===== src/rtl/if_fetch_stage.sv =====
// Instruction-fetch front end: owns the PC, runs the imem req/ack handshake and
// drives the IF/ID register, with a one-entry skid buffer and branch redirect.
module if_fetch_stage #(
   parameter logic [63:0] RESET_PC = 64'h0,
   parameter logic [31:0] NOP      = 32'h0000_0013
) (
   input  logic        clk_i,
   input  logic        rst_ni,
   output logic        imem_req_o,
   output logic [63:0] imem_addr_o,
   input  logic        imem_ack_i,
   input  logic [31:0] imem_rdata_i,
   input  logic        stall_i,
   input  logic        redirect_valid_i,
   input  logic [63:0] redirect_pc_i,
   output logic        if_id_valid_o,
   output logic [63:0] if_id_pc_o,
   output logic [31:0] if_id_inst_o
);

   localparam logic [1:0] FETCH = 2'd0;
   localparam logic [1:0] SKID  = 2'd1;
   localparam logic [1:0] DRAIN = 2'd2;

   logic [1:0]  state_q, state_d;
   logic [63:0] pc_q, pc_d;
   logic [63:0] req_addr_q, req_addr_d;
   logic        skid_vld_q, skid_vld_d;
   logic [63:0] skid_pc_q, skid_pc_d;
   logic [31:0] skid_inst_q, skid_inst_d;
   logic        ifid_vld_q, ifid_vld_d;
   logic [63:0] ifid_pc_q, ifid_pc_d;
   logic [31:0] ifid_inst_q, ifid_inst_d;

   // Request decoded from state only, so there is no input-to-output path.
   assign imem_req_o  = (state_q != SKID);
   assign imem_addr_o = (state_q == DRAIN) ? req_addr_q : pc_q;

   assign if_id_valid_o = ifid_vld_q;
   assign if_id_pc_o    = ifid_pc_q;
   assign if_id_inst_o  = ifid_inst_q;

   always_comb begin
      state_d     = state_q;
      pc_d        = pc_q;
      req_addr_d  = req_addr_q;
      skid_vld_d  = skid_vld_q;
      skid_pc_d   = skid_pc_q;
      skid_inst_d = skid_inst_q;
      ifid_vld_d  = ifid_vld_q;
      ifid_pc_d   = ifid_pc_q;
      ifid_inst_d = ifid_inst_q;

      if (redirect_valid_i) begin
         // Redirect beats stall and ack; any in-flight data is thrown away.
         pc_d        = redirect_pc_i;
         ifid_vld_d  = 1'b0;
         ifid_pc_d   = 64'h0;
         ifid_inst_d = NOP;
         skid_vld_d  = 1'b0;
         case (state_q)
            FETCH: begin
               if (!imem_ack_i) begin
                  req_addr_d = imem_addr_o;
                  state_d    = DRAIN;
               end
            end
            SKID:    state_d = FETCH;
            DRAIN:   if (imem_ack_i) state_d = FETCH;
            default: state_d = FETCH;
         endcase
      end else begin
         case (state_q)
            FETCH: begin
               if (imem_ack_i) begin
                  pc_d = pc_q + 64'd4;
                  if (stall_i) begin
                     skid_vld_d  = 1'b1;
                     skid_pc_d   = pc_q;
                     skid_inst_d = imem_rdata_i;
                     state_d     = SKID;
                  end else begin
                     ifid_vld_d  = 1'b1;
                     ifid_pc_d   = pc_q;
                     ifid_inst_d = imem_rdata_i;
                  end
               end else if (!stall_i) begin
                  ifid_vld_d = 1'b0;
               end
            end
            SKID: begin
               if (!stall_i) begin
                  ifid_vld_d  = skid_vld_q;
                  ifid_pc_d   = skid_pc_q;
                  ifid_inst_d = skid_inst_q;
                  skid_vld_d  = 1'b0;
                  state_d     = FETCH;
               end
            end
            DRAIN: begin
               if (imem_ack_i) state_d = FETCH;
            end
            default: state_d = FETCH;
         endcase
      end
   end

   always_ff @(posedge clk_i or negedge rst_ni) begin
      if (!rst_ni) begin
         state_q     <= FETCH;
         pc_q        <= RESET_PC;
         req_addr_q  <= 64'h0;
         skid_vld_q  <= 1'b0;
         skid_pc_q   <= 64'h0;
         skid_inst_q <= NOP;
         ifid_vld_q  <= 1'b0;
         ifid_pc_q   <= 64'h0;
         ifid_inst_q <= NOP;
      end else begin
         state_q     <= state_d;
         pc_q        <= pc_d;
         req_addr_q  <= req_addr_d;
         skid_vld_q  <= skid_vld_d;
         skid_pc_q   <= skid_pc_d;
         skid_inst_q <= skid_inst_d;
         ifid_vld_q  <= ifid_vld_d;
         ifid_pc_q   <= ifid_pc_d;
         ifid_inst_q <= ifid_inst_d;
      end
   end

endmodule


===== config.mk =====
export PLATFORM = sky130hd
export DESIGN_NAME = if_fetch_stage
export DESIGN_NICKNAME = d
export VERILOG_FILES = /design/src/rtl/if_fetch_stage.sv
export SDC_FILE = /design/constraint.sdc
export NUM_CORES = 1
export LEC_CHECK = 0
export BUFFER_PORTS_ARGS = -buffer_cell sky130_fd_sc_hd__buf_2
export CORE_ASPECT_RATIO = 1.2
export CORE_MARGIN = 2
export CORE_UTILIZATION = 38
export CTS_CLUSTER_DIAMETER = 60
export DETAILED_ROUTE_END_ITERATION = 10
export PLACE_DENSITY_LB_ADDON = 0.3
export SLEW_MARGIN = 20
export SYNTH_ARGS = -nofsm -noshare
export SYNTH_HDL_FRONTEND = slang
export SYNTH_SLANG_ARGS = --single-unit

===== constraint.sdc =====
create_clock -name clk_i -period 3.75 [get_ports clk_i]
set_input_delay 0.1875 -clock clk_i [delete_from_list [all_inputs] [get_ports clk_i]]
set_output_delay 0.1875 -clock clk_i [all_outputs]
set_load 0.1 [all_outputs]

==> flow_summary.json <==
{
  "status": "finished, final reports clean",
  "hpwl_um": 28180,
  "fillCellCount": 3605,
  "grt_pass1_vias": 11910,
  "max_slew.worst_pin.slew_ns": 0.8741,
  "drt.antenna.violating_nets": 0,
  "cp.arrival_ns": 3.38,
  "rsz0062_at_grt": "no",
  "start_util_pct": 38.42,
  "finalSetupViolations": 0,
  "powerDensity_nw_per_um2": 614.1,
  "ir_drop_mv": 0.4493,
  "reg2reg_depth": 5,
  "grt_pass1_wl_um": 66560,
  "yosysSeqAreaShare_pct": 53.15,
  "nets": 1744,
  "rows": 80,
  "cts-buffers-inserted": 37,
  "port_buffers": 262,
  "syn_area_um2": 15270,
  "multiInputGateArea_um2": 6724,
  "clk_pin_slew_ns": 0.06,
  "hold_end": "if_id_valid_o",
  "ff_latch_area_um2": 8115,
  "timing.hold.ws_ns": 0.02425,
  "whs_path_depth": 3,
  "diodes": 0,
  "hp-start": "imem_ack_i",
  "cts_root_buffer": "clkbuf_16",
  "die-area_um2": 41810,
  "post-route-period-util_pct": 78.22,
  "r2r-start": "pc_q[26]",
  "synth_warnings": 0,
  "post_synth.cell_area_avg_um2": 11.48,
  "critical_path_depth": 5,
  "cpPeakStageDelay_ns": 0.72,
  "startpoint_type": "flip-flop",
  "area_delta_synth_final_pct": 26.93,
  "via_count": 11630,
  "fin_ws_ns": 0.8167,
  "syn_nets": 1432,
  "drive_gt1_share_pct": 35.03,
  "grt_usage_pct": 20.13,
  "ys_dominant_reg_cell": "dfrtp_1",
  "htree_num_levels": 2,
  "fin_util_pct": 48.77,
  "ys_ff_latch": 324,
  "finClkSkew_ns": 0.01166,
  "cts_num_sinks": 324,
  "cp_cell_sequence": "nand4_4, or4_4, or4_1, or4_1, a31oi_1",
  "worstReg2RegEnd": "pc_q[50]",
  "crit_buf_inv": 0,
  "drtIter0Drc": 671,
  "cts_buffer_depth": 3,
  "drc": 0,
  "antenna_found_initial": 1,
  "critPathKind": "flip-flop to flip-flop",
  "syn_inst": 1330,
  "p_leak_nw": 8.284,
  "hp-class": "input port to flip-flop",
  "tritoncts": "yes",
  "postCtsResizedCells": 0,
  "io-pin-count": 263,
  "cp-end-kind": "flip-flop",
  "wirelength_um": 42450,
  "worstPathRequired_ns": 4.19,
  "max_freq_ghz": 0.3409,
  "ys_types": 50,
  "synth_enable_flop_cells": 0,
  "setup_tns_ns": 0,
  "drt-vias-per-instance": 5.280,
  "core_area_um2": 39740,
  "grt-ovfl-total": 0,
  "first_pass_iters": 5,
  "max_cap_violations": 0,
  "cpMostUsedCell": "or4_1",
  "routedWlPerCell_um": 19.27,
  "slew_headroom_pct": 41.73,
  "die_w_um": 187.0,
  "path_delay_family": "simple AND/OR/NAND/NOR gates",
  "synthArstFlopShare_pct": 100.0,
  "cp_max_fo": 17,
  "worstSkewPairLatency_ns": 0.53,
  "timing.reg2reg.setup_slack_ns": 0.82,
  "dp_slack_ns": 0.8849,
  "final-hold-violation-count": 0,
  "gp_congestion": 0.7832,
  "grt_max_degree": 109,
  "finalCriticalPeriod_ns": 2.933,
  "dieHeight_um": 223.6,
  "slowest_stage": "or4_1",
  "slew_violations": 0
}
[synth_stat cells (all sizes together) (6+ instances only)]
cell    count  share of area, %
dfrtp     318                52
mux2      220                16
nand2     159               3.9
o31ai     103               5.1
clkbuf    100               2.5
mux2i      94               6.2
o21ai      56               1.8
nor2       39              0.96
nand4      33               1.5
nand3      28              0.92
xnor2      22               1.3
a31oi      20              0.82
xor2       17              0.98
nor4       15              0.61
buf        13              0.42
or4        12              0.61
nor3       11              0.36
or3        10              0.42
a21oi       9              0.29
inv         8              0.20
and3        7              0.29
dfstp       6               1.0
[per-stage QoR]
stage / area [um2] / cells / total power, mW
after global routing: 19380 / 2203 / 12.42
after floorplan: 15270 / 1330 / 7.483
after global placement: 17170 / 2039 / 8.139
final: 19380 / 2203 / 11.90
after detailed placement: 17170 / 2039 / 8.216
after CTS: 19380 / 2203 / 12.03
[registers in the layout, summed over array words and instances (netlist names)]
register	cells
skid_inst_q	32
skid_vld_q	1
if_id_pc_o	64
state_q	2
pc_q	64
req_addr_q	64
if_id_inst_o	32
skid_pc_q	64
if_id_valid_o	1
[power by group]
group          leakage, nW  total, mW  switching, mW  internal (mW)
sequential            3.97       4.63          0.434           4.20
combinational         3.72       3.59           2.60          0.986
clock                0.599       3.68           1.46           2.23
[routing by layer]
layer / routed length (um) / vias to the layer above / track usage [%] / part of all wire (%)
li1: - / 5432 / - / -
met3: 1902 / 74 / 3.259 / 4.5
met5: 0 / - / 0 / 0
met4: 1280 / 0 / 6.912 / 3.0
met2: 20910 / 286 / 34.50 / 49
met1: 18360 / 5840 / 25.93 / 43
[worst max-delay path by stage]
stage,startpoint,to,slack [ns]
6_report,pc_q[26],pc_q[50],0.82
5_1_grt,pc_q[24],pc_q[50],0.67
4_1_cts,pc_q[26],pc_q[50],0.83
3_5_place_dp,pc_q[26],pc_q[60],0.88
3_3_place_gp,pc_q[26],pc_q[50],0.90
2_1_floorplan,state_q[1],req_addr_q[38],-0.01
[tightest hold or removal path: stages]
cell,delay [ns]
buf_2,0.12
mux2i_1,0.12
a211oi_1,0.08
[repair_timing]
| item | CTS | global route |
|---|---|---|
| hold buffers | 97 | 0 |
| buffers inserted | 0 | 0 |
| endpoints found under the hold margin | 219 | 0 |
[cells in the final DEF, fill, tap and decap left out, drive strengths merged, types with 4 or more instances in the layout]
| master | synthesis | layout |
|---|---|---|
| nor3 | 11 | 11 |
| dfrtp | 318 | 318 |
| xnor2 | 22 | 22 |
| nand2 | 159 | 159 |
| a31oi | 20 | 20 |
| mux2 | 220 | 220 |
| dlygate4sd3 | 0 | 97 |
| xor2 | 17 | 17 |
| and3 | 7 | 7 |
| nand4 | 33 | 33 |
| o31ai | 103 | 103 |
| nor2 | 39 | 39 |
| inv | 8 | 9 |
| nor4 | 15 | 15 |
| mux2i | 94 | 94 |
| clkbuf | 100 | 59 |
| or3 | 10 | 10 |
| buf | 13 | 289 |
| nand3 | 28 | 28 |
| a21oi | 9 | 9 |
| and2 | 4 | 4 |
| or4 | 12 | 12 |
| dfstp | 6 | 6 |
| o21ai | 56 | 56 |
[cell families after synthesis]
group	Yosys count	synth area share [%]
and+or+nand+nor	332	10.46
DFF	324	53.15
muxes	314	22.39
AOI/OAI and AO/OA	199	8.580
buffers and inverters	121	3.098
xor gates and xnor gates	39	2.237
adders and majority gates	1	0.08193
[layout make-up]
class	instances	area share, %
Clock buffer	59	5.888
Multi-Input combinational cell	885	34.70
Tap cell	533	3.441
Clock inverter	8	0.5230
Timing Repair Buffer	386	13.42
Sequential cell	324	41.87
Inverter	8	0.1549
Note: power is estimated with default switching activity, not from simulation.
